**config.mk**
```make
export PLATFORM = sky130hd
export DESIGN_NAME = asa_req_sched
export DESIGN_NICKNAME = d
export VERILOG_FILES = /design/src/rtl/asa_types.sv /design/src/rtl/asa_rr_arb.sv /design/src/rtl/asa_req_sched.sv
export SDC_FILE = /design/constraint.sdc
export NUM_CORES = 1
export LEC_CHECK = 0
export CELL_PAD_IN_SITES_DETAIL_PLACEMENT = 0
export CELL_PAD_IN_SITES_GLOBAL_PLACEMENT = 1
export CORE_AREA = 2 2 245 247
export CTS_CLUSTER_DIAMETER = 30
export DETAILED_ROUTE_END_ITERATION = 7
export DIE_AREA = 0 0 247 249
export GPL_ROUTABILITY_DRIVEN = 0
export PLACE_DENSITY_LB_ADDON = 0.1
export SLEW_MARGIN = 5
export SYNTH_ARGS = -nofsm -noshare
export SYNTH_HDL_FRONTEND = slang
export SYNTH_SLANG_ARGS = --single-unit
```
**constraint.sdc**
```tcl
create_clock -name clk_ctrl -period 6 [get_ports clk_ctrl]
set_clock_uncertainty 0.1 [all_clocks]
set_input_delay 1.2 -clock clk_ctrl [delete_from_list [all_inputs] [get_ports clk_ctrl]]
set_output_delay 1.2 -clock clk_ctrl [all_outputs]
set_load 0.01 [all_outputs]
```
**src/rtl/asa_types.sv**
```systemverilog
// Shared message formats and scheduler state encoding for the ASA request path.
// A request scheduler serialises many tile requesters onto one ASA instance.
package asa_types;

    localparam int ASA_XY_SZ  = 3;
    localparam int ASA_SRC_W  = 2 * ASA_XY_SZ;
    localparam int ASA_CNT_W  = 13;
    localparam int ASA_HDR_W  = 32;

    typedef struct packed {
        logic [3:0]           opcode;
        logic [ASA_SRC_W-1:0] src;
        logic [31:0]          addr;
        logic [31:0]          data;
    } ASAReqMsg;

    typedef struct packed {
        logic [3:0]           status;
        logic [ASA_SRC_W-1:0] src;
        logic [31:0]          data;
    } ASARespMsg;

    typedef enum logic [1:0] {
        ST_IDLE,
        ST_ISSUE,
        ST_WAIT,
        ST_DELIVER
    } ASA_SCHED_STATE_T;

    // Counter increment that sticks at all-ones instead of wrapping.
    function automatic logic [ASA_CNT_W-1:0] sat_inc(input logic [ASA_CNT_W-1:0] v);
        return (&v) ? v : v + 1'b1;
    endfunction

endpackage

```
**src/rtl/asa_rr_arb.sv**
```systemverilog
// Round-robin picker: one-hot grant to the first requester found after 'last'.
// Pure combinational; the caller owns the last-grant register.
module asa_rr_arb #(
    parameter int N = 4,
    localparam int IW = (N > 1) ? $clog2(N) : 1
) (
    input  logic [N-1:0]  req,
    input  logic [IW-1:0] last,
    output logic [N-1:0]  grant
);

    logic [IW-1:0] idx;

    // Walk the offsets from farthest to nearest so the nearest hit overwrites.
    always_comb begin
        grant = '0;
        idx   = '0;
        for (int k = N; k >= 1; k--) begin
            idx = IW'((32'(last) + 32'(k)) % 32'(N));
            if (req[idx]) begin
                grant      = '0;
                grant[idx] = 1'b1;
            end
        end
    end

endmodule

```
**src/rtl/asa_req_sched.sv**
```systemverilog
// Shares one ASA instance among N_REQ requesters, one outstanding request at a time,
// with a response timeout and a held delivery stage toward the encoder.
module asa_req_sched
    import asa_types::*;
#(
    parameter int N_REQ       = 4,
    parameter int TIMEOUT_CYC = 4096,
    parameter int XY_SZ       = 3,
    localparam int IDX_W      = (N_REQ > 1) ? $clog2(N_REQ) : 1
) (
    input  logic                        clk_ctrl,
    input  logic                        clk_ctrl_rst_low,
    input  logic [N_REQ-1:0]            req_val,
    output logic [N_REQ-1:0]            req_rdy,
    input  ASAReqMsg [N_REQ-1:0]        req_msg,
    input  logic [N_REQ-1:0][31:0]      req_hdr,
    output logic                        asa_req_val,
    input  logic                        asa_req_rdy,
    output ASAReqMsg                    asa_req_msg,
    input  logic                        asa_resp_val,
    output logic                        asa_resp_rdy,
    input  ASARespMsg                   asa_resp_msg,
    output logic                        resp_val,
    input  logic                        resp_rdy,
    output ASARespMsg                   resp_msg,
    output logic [31:0]                 resp_hdr,
    output logic [IDX_W-1:0]            resp_idx,
    output logic                        timeout_err,
    output logic                        busy
);

    if (XY_SZ != ASA_XY_SZ) begin : g_xy_chk
        $error("asa_req_sched: XY_SZ must match asa_types::ASA_XY_SZ");
    end
    if (TIMEOUT_CYC < 2 || TIMEOUT_CYC > (1 << ASA_CNT_W)) begin : g_to_chk
        $error("asa_req_sched: TIMEOUT_CYC out of counter range");
    end

    localparam logic [ASA_CNT_W-1:0] TO_LAST = ASA_CNT_W'(TIMEOUT_CYC - 1);

    ASA_SCHED_STATE_T      state_q, state_d;
    logic [IDX_W-1:0]      last_q, last_d;
    logic [ASA_CNT_W-1:0]  cnt_q, cnt_d;
    ASAReqMsg              req_msg_q, req_msg_d;
    logic [31:0]           hdr_q, hdr_d;
    logic [IDX_W-1:0]      idx_q, idx_d;
    ASARespMsg             resp_msg_q, resp_msg_d;
    logic                  busy_q, busy_d;
    logic                  asa_req_val_q, asa_req_val_d;
    logic                  asa_resp_rdy_q, asa_resp_rdy_d;
    logic                  resp_val_q, resp_val_d;
    logic                  timeout_q, timeout_d;

    logic [N_REQ-1:0]      grant;
    logic [IDX_W-1:0]      grant_idx;

    asa_rr_arb #(
        .N(N_REQ)
    ) u_arb (
        .req   (req_val),
        .last  (last_q),
        .grant (grant)
    );

    always_comb begin
        grant_idx = '0;
        for (int i = 0; i < N_REQ; i++) begin
            if (grant[i]) begin
                grant_idx = IDX_W'(i);
            end
        end
    end

    // Accept is offered only while idle; gating with reset keeps it low during reset
    // even though the arbiter sees live req_val.
    assign req_rdy = (state_q == ST_IDLE && clk_ctrl_rst_low) ? grant : '0;

    always_comb begin
        state_d    = state_q;
        last_d     = last_q;
        cnt_d      = cnt_q;
        req_msg_d  = req_msg_q;
        hdr_d      = hdr_q;
        idx_d      = idx_q;
        resp_msg_d = resp_msg_q;
        timeout_d  = 1'b0;

        case (state_q)
            ST_IDLE: begin
                if (|req_val) begin
                    state_d   = ST_ISSUE;
                    last_d    = grant_idx;
                    idx_d     = grant_idx;
                    req_msg_d = req_msg[grant_idx];
                    hdr_d     = req_hdr[grant_idx];
                end
            end
            ST_ISSUE: begin
                if (asa_req_rdy) begin
                    state_d = ST_WAIT;
                    cnt_d   = '0;
                end
            end
            ST_WAIT: begin
                // A response in the final counted cycle still beats the timeout.
                if (asa_resp_val) begin
                    resp_msg_d = asa_resp_msg;
                    state_d    = ST_DELIVER;
                end else if (cnt_q >= TO_LAST) begin
                    timeout_d = 1'b1;
                    state_d   = ST_IDLE;
                end else begin
                    cnt_d = sat_inc(cnt_q);
                end
            end
            ST_DELIVER: begin
                if (resp_rdy) begin
                    state_d = ST_IDLE;
                end
            end
            default: begin
                state_d = ST_IDLE;
            end
        endcase

        busy_d         = (state_d != ST_IDLE);
        asa_req_val_d  = (state_d == ST_ISSUE);
        asa_resp_rdy_d = (state_d == ST_WAIT);
        resp_val_d     = (state_d == ST_DELIVER);
    end

    always_ff @(posedge clk_ctrl or negedge clk_ctrl_rst_low) begin
        if (!clk_ctrl_rst_low) begin
            state_q        <= ST_IDLE;
            last_q         <= IDX_W'(N_REQ - 1);
            cnt_q          <= '0;
            req_msg_q      <= '0;
            hdr_q          <= '0;
            idx_q          <= '0;
            resp_msg_q     <= '0;
            busy_q         <= 1'b0;
            asa_req_val_q  <= 1'b0;
            asa_resp_rdy_q <= 1'b0;
            resp_val_q     <= 1'b0;
            timeout_q      <= 1'b0;
        end else begin
            state_q        <= state_d;
            last_q         <= last_d;
            cnt_q          <= cnt_d;
            req_msg_q      <= req_msg_d;
            hdr_q          <= hdr_d;
            idx_q          <= idx_d;
            resp_msg_q     <= resp_msg_d;
            busy_q         <= busy_d;
            asa_req_val_q  <= asa_req_val_d;
            asa_resp_rdy_q <= asa_resp_rdy_d;
            resp_val_q     <= resp_val_d;
            timeout_q      <= timeout_d;
        end
    end

    assign asa_req_val  = asa_req_val_q;
    assign asa_req_msg  = req_msg_q;
    assign asa_resp_rdy = asa_resp_rdy_q;
    assign resp_val     = resp_val_q;
    assign resp_msg     = resp_msg_q;
    assign resp_hdr     = hdr_q;
    assign resp_idx     = idx_q;
    assign timeout_err  = timeout_q;
    assign busy         = busy_q;

endmodule

```
# Word level (Yosys, flattened, before mapping)
# Index checks and enable logic that the tools add are counted.
# W data, S select, Z words.
[op_classes]
reduce_logical = 13
mux = 42
order_cmp = 10
addsub = 5
n_eq_ne = 10
[ops]
columns = ["operator", "n"]
rows = [
  ["$bmux W74 S2", 1],
  ["$mux W74", 1],
  ["$bmux W32 S2", 1],
  ["$mux W13", 4],
  ["$mux W32", 1],
  ["$pmux W13 S2", 1],
  ["$mux W4", 5],
  ["$lt A2 B3 Y1 const B", 5],
  ["$mux W2", 7],
  ["$add A13 B1 Y13 const B", 1],
  ["$ge A13 B12 Y1 const B", 1],
  ["$reduce_and A13 Y1", 1],
  ["$mux W1", 12],
  ["$bmux W1 S2", 4],
  ["$demux W1 S2", 4],
  ["$eq A2 B2 Y1 const B", 4],
  ["$ge A2 B1 Y1 const B", 4],
  ["$ne A2 B2 Y1 const B", 4],
  ["$pmux W2 S4", 1],
  ["$logic_and A1 B1 Y1", 5],
  ["$reduce_and A5 Y1", 1],
  ["$add A2 B1 Y2 const B", 2],
  ["$add A2 B2 Y2 const B", 2],
  ["$eq A2 B1 Y1 const B", 2],
  ["other kinds (4)", 6],
]
[word_totals]
reg_bits = 172
out_inout_bits = 159

# Logic depth before layout (Yosys ltp)
[logic_depth]
depth_word = 14
mapped_depth = 13
depth_no_buf = 8

# Cells and area by module
# A second synthesis with hierarchy kept.
[unflattened]
cells_unflattened = 990
hier_area_um2 = 9829.4
[modules_own_cells]
columns = ["mod", "n_inst", "cells_per_inst", "area_each_um2"]
rows = [
  ["asa_req_sched", 1, 946, 9432.8],
  ["asa_rr_arb", 1, 44, 396.6],
]

# Worst setup path before layout
# Ideal clock, no wire load.
[synth_timing]
kind = "input to output"
start = "input port req_val[0]"
end = "output port req_rdy[3]"
n_path_buf = 2
t_required_ns = 4.700
path_stages = 7
arrival_ns = 2.943
slack_ns = 1.757
path_cell_list = "mux4_2 -> nor2b_1 -> a2111oi_2 -> o21ai_1 -> buf_2 -> buf_2 -> nor2b_1"
[synth_via]
elab_chain_len = 7
word_cells_on_any_way = 13
cone_classes = "mux: 13"
[synth_rtl]
columns = ["element", "line", "rtl"]
rows = [
  ["start: declaration", "asa_req_sched.sv:13", "input logic [N_REQ-1:0] req_val,"],
  ["$bmux W1 S2", "asa_rr_arb.sv:20", "if (req[idx]) begin"],
  ["$mux W1 (implied by the code)", "asa_rr_arb.sv:20", ""],
  ["$mux W4 (3 in series)", "asa_rr_arb.sv:20", ""],
  ["$mux W4 *", "asa_rr_arb.sv:20", ""],
  ["$mux W4 *", "asa_req_sched.sv:76", "assign req_rdy = (state_q == ST_IDLE && clk_ctrl_rst_low) ? grant : '0;"],
  ["end: declaration", "asa_req_sched.sv:14", "output logic [N_REQ-1:0] req_rdy,"],
]
# Mark *: on every way between the ends. The rest lies on a longest branch, timed or not. The select of a mux whose other input is x is not followed.

# Worst setup path in the final report
[layout_timing]
start = "input port req_val[2]"
end = "output port req_rdy[3]"
# Same word-level chain as after synthesis.

==> metrics.log <==
[metrics] run status: complete, no violations
[metrics] core region area: 0.0587 mm^2
[metrics] maximum resistive drop on vdd: 0.503 mV
[metrics] crit share post-route: 86.1%
[metrics] average wire length per cell after detail routing: 23.6 um
[metrics] worst hold slack: 0.397 ns
[metrics] initial antenna violation count: 14
[metrics] pin count of the biggest net entering global routing: 107
[metrics] Slew @ Worst Pin: 1.10 ns
[metrics] die extent in x: 247 um
[metrics] Setup violations, final: 0
[metrics] register clock-pin slew on the reported worst setup and hold paths: 0.08 ns
[metrics] number of synthesized flops with an enable pin: 0
[metrics] clock network fraction of total power: 11.5%
[metrics] endpoint of the worst register-to-register path: resp_hdr[13]
[metrics] total routing usage reported by global routing: 19.2%
[metrics] Critical R2R Launch: last_q[0]
[metrics] worst setup path class: input pin to primary output
[metrics] via count of the first global-routing pass: 12200
[metrics] power per standard cell area: 560 mW/mm^2
[metrics] post-detailed-route via-to-cell ratio: 4.63
[metrics] fin util: 31.1%
[metrics] Switching Fraction: 50.2%
[metrics] wire length reported by the detailed router: 60600 um
[metrics] fmax: 193 MHz
[metrics] clock net sink count: 172
[metrics] CTS Root Buffer Type: clkbuf_16
[metrics] Placement Rows: 89
[metrics] buffers inserted during post-CTS setup optimization: 0
[metrics] die area: 0.0615 mm^2
[metrics] portion of total power attributed to combinational logic: 68.6%
[metrics] post-layout minimum cycle time: 5.17 ns
[metrics] port buffer count: 633
[metrics] number of different library cells in the post-synthesis netlist: 47
[metrics] number of cells traversed by the worst hold path: 1
[metrics] leakage component of the power: 6.93 nW
[metrics] number of instances resized during post-cts repair: 0
[metrics] RSZ-0062 raised after global routing: false
[metrics] die boundary height: 249 um
[metrics] H-Tree Level Count: 4
[metrics] drt first-iter violations: 538
[metrics] register bit total from synthesis: 172
[metrics] total number of nets in the final design: 2257
[metrics] hold path endpoint: resp_idx[0]
[metrics] CTS Buf Count: 17
[metrics] detailed-route via count: 11900
[metrics] data required time at the worst endpoint: 4.70 ns
[metrics] number of search-and-repair iterations in the first detailed-routing pass: 5
[metrics] Reg power frac: 20.0%
[metrics] relative slew slack: 26.8%
[metrics] hold-fix buffer count after cts: 0
[metrics] total I/O pin count: 634
[metrics] wire length of the first global-routing pass: 87000 um
[metrics] synthesized area per cell: 8.66 um^2
[metrics] Initial Utilization: 18.0%
[metrics] clock tree from TritonCTS: built
[metrics] overall power of the completed layout: 10.2 mW
[metrics] fraction of layout instances using a drive strength above 1: 9.18%
[metrics] remaining antenna violation count: 0
[metrics] Synth area leaders: dfrtp_1 (40%), o21ai_0 (7.6%), a31oi_1 (6.4%)
[metrics] setup slack of the most critical reg-to-reg path: 1.46 ns
[metrics] share of synthesized flip-flops with an asynchronous set or reset: 100%
[metrics] Clock Latency Late Sink: 0.48 ns
[metrics] type of destination of the critical path: primary output
[metrics] cell internal power dissipation: 5.08 mW
[metrics] Switch Pwr: 5.12 mW
[metrics] half-perimeter wire length after placement: 41700 um
[metrics] ys flop type: dfrtp_1
[metrics] total congestion overflow after global routing: 0
[metrics] DRC violations left: 0
[metrics] Worst Setup SP: req_val[2]
[metrics] part of the Yosys area used for sequential elements: 40.7%
[metrics] number of standard cells after synthesis: 1221
[metrics] post-route setup TNS: 0 ns
[metrics] max-capacitance violation count: 0
[metrics] final hold violations: 0
[metrics] arrival time at the worst endpoint: 3.87 ns
[metrics] layout overhead on the synthesized area: 72.3%
[metrics] maximum root-to-sink buffer count: 2
[metrics] synthesized netlist net count: 1704
[metrics] highest net fanout along the worst path: 7
[metrics] share of the synthesized area in the top cell type: 40.2%
[metrics] warnings from Yosys: 0
[metrics] number of cells in the design after placement: 2528
[metrics] Critical Path Source Type: input pin
[metrics] count of non-filler cells in the finished layout: 2569
[metrics] most area-hungry cell type in the Yosys netlist: dfrtp_1
[metrics] Synth Cell Area: 0.0106 mm^2
[metrics] final number of max-transition violations: 0
[metrics] logic depth of the worst register-to-register path: 10
[metrics] worst min-delay path category: flop to flop
[metrics] Min-Delay Startpoint: resp_idx[0]
==> worst max-delay path by stage <==
stage,end,slack [ns],cells after the start
finish,req_rdy[3],0.83,7
global route,req_rdy[3],0.61,8
CTS,req_rdy[3],0.76,8
detailed placement,req_rdy[3],0.82,7
global placement,req_rdy[3],0.87,7
floorplan,req_rdy[3],1.76,7
==> through the flow <==
stage	setup slack, ns	instance area [um^2]
finish	0.832	18200
detailed placement	0.818	17600
global route	0.608	18200
global placement	0.872	17600
CTS	0.760	18200
floorplan	1.76	10600
==> power groups by stage <==
stage | Combinational [mW] | Clock [mW] | Sequential [mW]
6_report | 6.99 | 1.17 | 2.04
4_1_cts | 7.20 | 1.23 | 2.05
3_5_place_dp | 7.19 | 0 | 2.06
3_3_place_gp | 7.18 | 0 | 2.05
2_1_floorplan | 3.78 | 0 | 2.24
5_1_grt | 7.63 | 1.27 | 2.11
==> final cells by class <==
type                            instances  area (um^2)
Sequential cell                       172         4310
Antenna cell                            9         22.5
Clock buffer                           17          425
Multi-Input combinational cell        915         5760
Timing Repair Buffer                  659         6560
Clock inverter                         15          148
Fill cell                            6196        40500
Tap cell                              773          967
Inverter                                9         33.8
==> sequential cells by signal, summed over array words and instances, names as in the netlist <==
name / cells
state_q: 2
resp_msg: 42
asa_resp_rdy: 1
busy: 1
asa_req_msg: 74
timeout_err: 1
resp_val: 1
cnt_q: 13
resp_hdr: 32
resp_idx: 2
asa_req_val: 1
last_q: 2
==> cells in the mapped netlist (all sizes together), types with 2 or more instances <==
library cell  number
o21ai            225
dfrtp            170
nand2            124
a21oi            116
a31oi            108
and2             108
a211oi           107
clkbuf            93
mux2              44
buf               32
nor2              11
inv                9
ha                 8
nand2b             6
and3               5
mux2i              5
nor2b              5
mux4               4
nand3              4
or2                4
nor3               3
o21a               3
or3                3
a21boi             2
and4               2
dfstp              2
nor4               2
o22ai              2
==> logic make-up (layout without fill, tap and decap cells) <==
family	Yosys count	in the layout	synth area share, %
other cells	0	9	0
buf+inv	134	700	5.55
compound gates	572	572	33.3
simple gates	281	281	13.4
mux	53	53	6.01
xor+xnor	1	1	0.0828
flops	172	172	40.7
fa+ha+maj	8	8	0.946
==> worst max-delay path, cell delays in order <==
cell	delay, ns
clkdlybuf4s50_1	0.52
mux4_2	0.50
nor2b_1	0.17
a2111oi_2	0.61
o21ai_4	0.18
nor2b_1	0.18
clkdlybuf4s50_1	0.50
==> cell usage in the layout (no fill, tap or decap), types with 40 or more instances in the layout <==
master / instances
a21oi_1: 115
clkdlybuf4s50_1: 632
a31oi_1: 108
a211oi_2: 40
mux2_2: 44
nand2_1: 123
o21ai_0: 160
a211oi_1: 67
dfrtp_1: 170
o21ai_1: 63
and2_1: 108
==> per-layer routing <==
metal / global-route usage, % / vias to the layer above / wire length [um]
met5: 0 / - / 60
met4: 5.97 / 10 / 985
li1: - / 5580 / -
met2: 33.7 / 437 / 31000
met1: 22.0 / 5804 / 23800
met3: 6.03 / 53 / 4760
No activity file was read; power rests on OpenSTA's default activity.
